==> config.mk <==
export PLATFORM = sky130hd
export DESIGN_NAME = ad9783_spi_responder
export DESIGN_NICKNAME = d
export VERILOG_FILES = /design/src/rtl/ad9783_spi_responder.sv
export SDC_FILE = /design/constraint.sdc
export NUM_CORES = 1
export LEC_CHECK = 0
export BUFFER_PORTS_ARGS = -buffer_cell sky130_fd_sc_hd__buf_2
export CORE_ASPECT_RATIO = 0.5
export CORE_MARGIN = 3
export CORE_UTILIZATION = 55
export CTS_CLUSTER_DIAMETER = 60
export DETAILED_ROUTE_END_ITERATION = 16
export PLACE_DENSITY = 0.86
export SLEW_MARGIN = 10
export SYNTH_ARGS = -nofsm -noshare
export SYNTH_HDL_FRONTEND = slang
export SYNTH_SLANG_ARGS = --single-unit
==> constraint.sdc <==
create_clock -name clk_in -period 11 [get_ports clk_in]
set_clock_uncertainty 0.2 [all_clocks]
set_input_delay 2.2 -clock clk_in [delete_from_list [all_inputs] [get_ports clk_in]]
set_output_delay 2.2 -clock clk_in [all_outputs]
set_load 0.05 [all_outputs]
==> src/rtl/ad9783_spi_responder.sv <==
// SPI mode-0 responder for 16-bit AD9783-style frames, backed by a 32x8 register file; pins oversampled on clk_in.
// Define AD9783_SPI_STREAM_EN for multi-byte frames (n+1 bytes, decrementing address).
`timescale 1ns/1ps
module ad9783_spi_responder #(
  parameter int         SYNC_STAGES = 2,
  parameter logic [7:0] REG_RESET   = 8'h00,
  parameter logic [4:0] STATUS_ADDR = 5'h1F
) (
  input  logic       clk_in,
  input  logic       rst_in,
  input  logic       spi_scs_in,
  input  logic       spi_sck_in,
  input  logic       spi_sdi_in,
  output logic       spi_sdo_out,
  output logic       spi_sdo_oe_out,
  input  logic [7:0] status_in,
  output logic       reg_wr_strb_out,
  output logic [4:0] reg_wr_addr_out,
  output logic [7:0] reg_wr_data_out,
  input  logic [4:0] host_rd_addr_in,
  output logic [7:0] host_rd_data_out,
  output logic       busy_out,
  output logic       err_out
);

  typedef enum logic [1:0] {IDLE, INSTR, DATA, DONE} state_t;

  state_t state, state_nxt;

  logic [SYNC_STAGES-1:0] scs_sync, sck_sync, sdi_sync;
  logic                   scs_d, sck_d;
  logic                   scs_s, sck_s, sdi_s;
  logic                   scs_rise, scs_fall, sck_rise, sck_fall;

  logic [7:0] regs [32];
  logic [6:0] shift_in;
  logic [2:0] bit_cnt;
  logic       rw;
  logic [4:0] addr;
  logic [7:0] sdo_sh;
  logic       sdo_oe;
  logic       last_byte;
  logic [4:0] instr_addr;
  logic [7:0] rd_instr;
  logic [7:0] wr_byte;

  always_ff @(posedge clk_in or posedge rst_in) begin
    if (rst_in) begin
      scs_sync <= '1;
      scs_d    <= 1'b1;
      sck_sync <= '0;
      sck_d    <= 1'b0;
      sdi_sync <= '0;
    end else begin
      scs_sync <= {scs_sync[SYNC_STAGES-2:0], spi_scs_in};
      sck_sync <= {sck_sync[SYNC_STAGES-2:0], spi_sck_in};
      sdi_sync <= {sdi_sync[SYNC_STAGES-2:0], spi_sdi_in};
      scs_d    <= scs_sync[SYNC_STAGES-1];
      sck_d    <= sck_sync[SYNC_STAGES-1];
    end
  end

  assign scs_s    = scs_sync[SYNC_STAGES-1];
  assign sck_s    = sck_sync[SYNC_STAGES-1];
  assign sdi_s    = sdi_sync[SYNC_STAGES-1];
  assign scs_rise = scs_s & ~scs_d;
  assign scs_fall = ~scs_s & scs_d;
  assign sck_rise = sck_s & ~sck_d;
  assign sck_fall = ~sck_s & sck_d;

  assign instr_addr = {shift_in[3:0], sdi_s};
  assign rd_instr   = (instr_addr == STATUS_ADDR) ? status_in : regs[instr_addr];
  assign wr_byte    = {shift_in, sdi_s};

`ifdef AD9783_SPI_STREAM_EN
  logic [1:0] byte_cnt;
  logic [4:0] next_addr;
  logic [7:0] rd_next;
  assign last_byte = (byte_cnt == 2'd0);
  assign next_addr = addr - 5'd1;
  assign rd_next   = (next_addr == STATUS_ADDR) ? status_in : regs[next_addr];
`else
  assign last_byte = 1'b1;
`endif

  always_ff @(posedge clk_in or posedge rst_in) begin
    if (rst_in) state <= IDLE;
    else        state <= state_nxt;
  end

  always_comb begin
    state_nxt = state;
    case (state)
      IDLE:  if (scs_fall) state_nxt = INSTR;
      INSTR: if (scs_rise) state_nxt = IDLE;
             else if (sck_rise && bit_cnt == 3'd7) state_nxt = DATA;
      DATA:  if (scs_rise) state_nxt = IDLE;
             else if (sck_rise && bit_cnt == 3'd7 && last_byte) state_nxt = DONE;
      DONE:  if (scs_rise) state_nxt = IDLE;
      default: state_nxt = IDLE;
    endcase
  end

  always_comb begin
    busy_out       = (state != IDLE);
    spi_sdo_oe_out = sdo_oe;
    spi_sdo_out    = sdo_oe & sdo_sh[7];
  end

  always_ff @(posedge clk_in or posedge rst_in) begin
    if (rst_in) begin
      bit_cnt          <= 3'd0;
      shift_in         <= 7'd0;
      rw               <= 1'b0;
      addr             <= 5'd0;
      sdo_sh           <= 8'd0;
      sdo_oe           <= 1'b0;
      reg_wr_strb_out  <= 1'b0;
      reg_wr_addr_out  <= 5'd0;
      reg_wr_data_out  <= 8'd0;
      err_out          <= 1'b0;
      host_rd_data_out <= 8'd0;
      for (int i = 0; i < 32; i++) regs[i] <= REG_RESET;
`ifdef AD9783_SPI_STREAM_EN
      byte_cnt         <= 2'd0;
`endif
    end else begin
      reg_wr_strb_out  <= 1'b0;
      err_out          <= 1'b0;
      // Old contents on a same-cycle SPI write: NBA ordering gives read-before-write.
      host_rd_data_out <= regs[host_rd_addr_in];
      if (scs_rise) begin
        sdo_oe <= 1'b0;
        if (state == INSTR || state == DATA) err_out <= 1'b1;
      end else begin
        case (state)
          IDLE: if (scs_fall) begin
            bit_cnt <= 3'd0;
            sdo_oe  <= 1'b0;
          end
          INSTR: if (sck_rise) begin
            shift_in <= {shift_in[5:0], sdi_s};
            bit_cnt  <= bit_cnt + 3'd1;
            if (bit_cnt == 3'd7) begin
              rw   <= shift_in[6];
              addr <= instr_addr;
`ifdef AD9783_SPI_STREAM_EN
              byte_cnt <= shift_in[5:4];
`endif
              if (shift_in[6]) begin
                sdo_sh <= rd_instr;
                sdo_oe <= 1'b1;
              end
            end
          end
          DATA: if (sck_rise) begin
            shift_in <= {shift_in[5:0], sdi_s};
            bit_cnt  <= bit_cnt + 3'd1;
            if (bit_cnt == 3'd7) begin
              if (!rw && addr != STATUS_ADDR) begin
                regs[addr]      <= wr_byte;
                reg_wr_strb_out <= 1'b1;
                reg_wr_addr_out <= addr;
                reg_wr_data_out <= wr_byte;
              end
              if (last_byte) sdo_oe <= 1'b0;
`ifdef AD9783_SPI_STREAM_EN
              else begin
                addr     <= next_addr;
                byte_cnt <= byte_cnt - 2'd1;
                if (rw) sdo_sh <= rd_next;
              end
`endif
            end
          // bit7 must stay valid through the first data rise, so no shift before it
          end else if (sck_fall && rw && bit_cnt != 3'd0) begin
            sdo_sh <= {sdo_sh[6:0], 1'b0};
          end
          default: ;
        endcase
      end
    end
  end

endmodule
==> summary.md <==
| Metric | Value |
|---|---|
| Antenna diodes | `0` |
| Crit path capture type | `register` |
| Final ANT Viol Nets | `0` |
| Routed wire length per instance | `29.2 um` |
| Share of layout cells above drive strength 1 | `50.7%` |
| Die Area | `~32000 sq um` |
| Worst-Margin Slew | `1.27 ns` |
| Vias in the first global route | `10900` |
| Sink Count | `314` |
| Final setup viols | `0` |
| LEAKAGE | `8.18 nW` |
| Iter 0 DRT Violations | `1369` |
| Highest clock rate | `0.218 GHz` |
| Critical Path RT | `approximately 11 ns` |
| Number of flops mapped to enable cells by yosys | `0` |
| Die W | `249 um` |
| Hpwl dp | `roughly 28000 um` |
| Critical Path Start | `host_rd_addr_in[0]` |
| Area of the multi-input gates | `about 7900 sq um` |
| Placer Congestion | `~0.9` |
| RSZ-0062 raised after global routing | `no` |
| Syn avg cell area | `14.9 sq um` |
| Initial antenna violation count | `0` |
| Post-synthesis sequential area ratio | `about half` |
| Synth Warn # | `0` |
| Clock root cell | `clkbuf_16` |
| Hold Path Class | `reg -> reg` |
| Worst VDD drop | `between 0.15 and 0.2 mV` |
| CTS tree | `yes` |
| Synth cell types | `59` |
| TritonRoute pass-1 iters | `5` |
| Register area | `7870 sq um` |
| DR DRC count | `0` |
| Detailed Route WL | `approximately 43000 um` |
| Post-synth ARST share | `100%` |
| Post-synth top cells | `dfrtp_1, mux2_2, mux4_2, clkbuf_1, nand2_1` |
| Setup crit end | `host_rd_data_out[7]$_DFF_PP0_` |
| IO Pins | `44` |
| Placed cell area | `16600 sq um` |
| Post-synth top area cell | `dfrtp_1` |
| Crit path arrival time | `4.82 ns` |
| Vias/cell | `7.14` |
| Core area | `28400 sq um` |
| Mapped Cells | `1088` |
| Reg-to-Reg Start | `shift_in[0]$_DFFE_PP0P_` |
| CP startpoint kind | `primary input` |
| Cells taking the most area after synthesis | `dfrtp_1, mux4_2, mux2_2` |
| Max-cap viol count | `0` |
| Syn Std Cell Area | `16200 sq um` |
| CTS clock-pin slew for the worst setup and hold paths | `around 0.06 ns` |
| Pin count of the biggest net entering global routing | `158` |
| Worst r2r dst | `sdo_sh[3]$_DFFE_PP0P_` |
| R2r setup slk | `6.90 ns` |
| Synth top area share | `a little under half` |
| Final Hold Vio Count | `0` |
| Hold Buf Count CTS | `0` |
| Path depth of the worst reg2reg path | `6` |
| Final period util | `41.7%` |
| CP Max Fanout | `36` |
| Layout net count | `between 1000 and 1500` |
| Cts repair resizes | `0` |
| Post-route cell area | `approximately 18000 sq um` |
| Max-slew headroom | `between 10% and 20%` |
| Setup CP Type | `in -> reg` |
| Setup TNS | `0 ns` |
| First-pass GRT wire length | `between 60000 and 70000 um` |
| Max Buffers Root-to-Sink | `3` |
| Post-CTS Setup Repair Bufs | `0` |
| Seq cells post-synth | `314` |
| Tmin final | `4.59 ns` |
| Total overflow reported by the global router | `0` |
| Clock H-tree levels | `1` |
| Buffers on Ports | `43` |
| Main synth FF type | `dfrtp_1` |
| Total CTS buffers | `28` |
| Final slew viol count | `0` |
| Fill cells | `1906` |
| Status | `finished, final reports clean` |
| Pwr dens | `166 nW/um^2` |
| Die H | `127 um` |
| Clk_lat worst skew | `0.56 ns` |
| FP Rows | `43` |
| Initial Util | `around 57%` |
| Most common cell in the synthesized netlist | `dfrtp_1` |
| Area delta synth->final | `9.23%` |
| Syn nets | `1115` |
| GRT Resource Usage Total | `between 20 and 30%` |
| Vias after detailed routing | `about 11000` |
-- routing by layer --
layer  routed length (um)  GRT usage (%)
met4                 1850           10.5
met3                 5280           9.13
met1                16700           37.7
met2                19500           42.3
met5                    0              0
-- worst min-delay path by stage --
stage | startpoint | end | slack, ns | cells past startpoint
after floorplan | sck_sync[0]$_DFF_PP0_ | sck_sync[1]$_DFF_PP0_ | 0.13 | 0
after global placement | sdi_sync[0]$_DFF_PP0_ | sdi_sync[1]$_DFF_PP0_ | 0.13 | 0
after detailed placement | sdi_sync[0]$_DFF_PP0_ | sdi_sync[1]$_DFF_PP0_ | 0.14 | 0
after CTS | sdi_sync[0]$_DFF_PP0_ | sdi_sync[1]$_DFF_PP0_ | 0.15 | 0
after global routing | scs_sync[0]$_DFF_PP1_ | scs_sync[1]$_DFF_PP1_ | 0.16 | 0
final | sdi_sync[0]$_DFF_PP0_ | sdi_sync[1]$_DFF_PP0_ | 0.15 | 0
-- stage by stage --
stage | utilization (%) | power, mW | cells | hold slack [ns] | setup WS [ns]
3_5_place_dp | 58.7 | 1.81 | 1432 | 0.136 | 5.80
3_3_place_gp | 58.7 | 1.78 | 1432 | 0.132 | 5.87
5_1_grt | 62.5 | 3.03 | 1484 | 0.164 | 6.24
4_1_cts | 62.5 | 2.93 | 1484 | 0.150 | 6.39
6_report | 62.5 | 2.94 | 1484 | 0.147 | 6.41
2_1_floorplan | - | 1.63 | 1088 | 0.131 | 4.42
-- registers in the layout (all words and copies together) (netlist names) --
| register | cells |
|---|---|
| regs | 256 |
| sck_sync | 2 |
| sdo_sh | 8 |
| bit_cnt | 3 |
| err_out | 1 |
| addr | 5 |
| rw | 1 |
| reg_wr_data_out | 8 |
| scs_d | 1 |
| host_rd_data_out | 8 |
| shift_in | 7 |
| sck_d | 1 |
| state | 2 |
| reg_wr_addr_out | 5 |
| sdi_sync | 2 |
| scs_sync | 2 |
| reg_wr_strb_out | 1 |
| spi_sdo_oe_out | 1 |
-- critical path, cell delays in order --
cell and delay [ns]:
buf_4 0.46, buf_4 0.70, mux4_2 0.58, mux4_2 0.53
mux2_2 0.30
-- final cells by class --
type	count	share of cell area (%)
multi-input combinational	666	44.6
sequential	314	44.4
clock buffer	37	4.61
tap	382	2.70
timing repair buffer	56	1.85
clock inverter	15	1.47
inverter	14	0.318
-- where the power goes --
| group | switching [mW] | leakage, nW | internal (mW) | total, mW |
|---|---|---|---|---|
| Combinational | 0.361 | 3.31 | 0.170 | 0.531 |
| Sequential | 0.0888 | 4.34 | 1.19 | 1.28 |
| Clock | 0.447 | 0.530 | 0.687 | 1.13 |
| Total | 0.897 | 8.18 | 2.04 | 2.94 |
-- layout by cell type, fill, tap and decap left out, types with 4 or more instances in the layout --
cell / count
nor2_1: 11
a221oi_1: 4
mux4_2: 138
o21ai_0: 17
buf_4: 13
clkinv_2: 5
nand3_1: 7
mux2_1: 4
o22ai_1: 10
a211oi_1: 10
o22a_1: 6
mux2_2: 273
clkbuf_16: 29
inv_1: 12
bufinv_16: 7
nand2_1: 49
dfrtp_1: 306
a21oi_1: 6
nor2b_1: 15
mux2i_1: 13
nor3_2: 5
ha_1: 9
nor2_2: 11
o211ai_1: 4
clkbuf_8: 6
buf_2: 42
nand2_2: 8
nand2b_1: 11
and3_1: 7
-- cell families after synthesis --
family / share of synthesized area [%]
AOI/OAI and AO/OA: 3.16
DFF: 48.5
buffers and inverters: 2.83
adders and majority gates: 0.694
and+or+nand+nor: 5.63
muxes: 39.2
(Power assumes the default switching activity.)
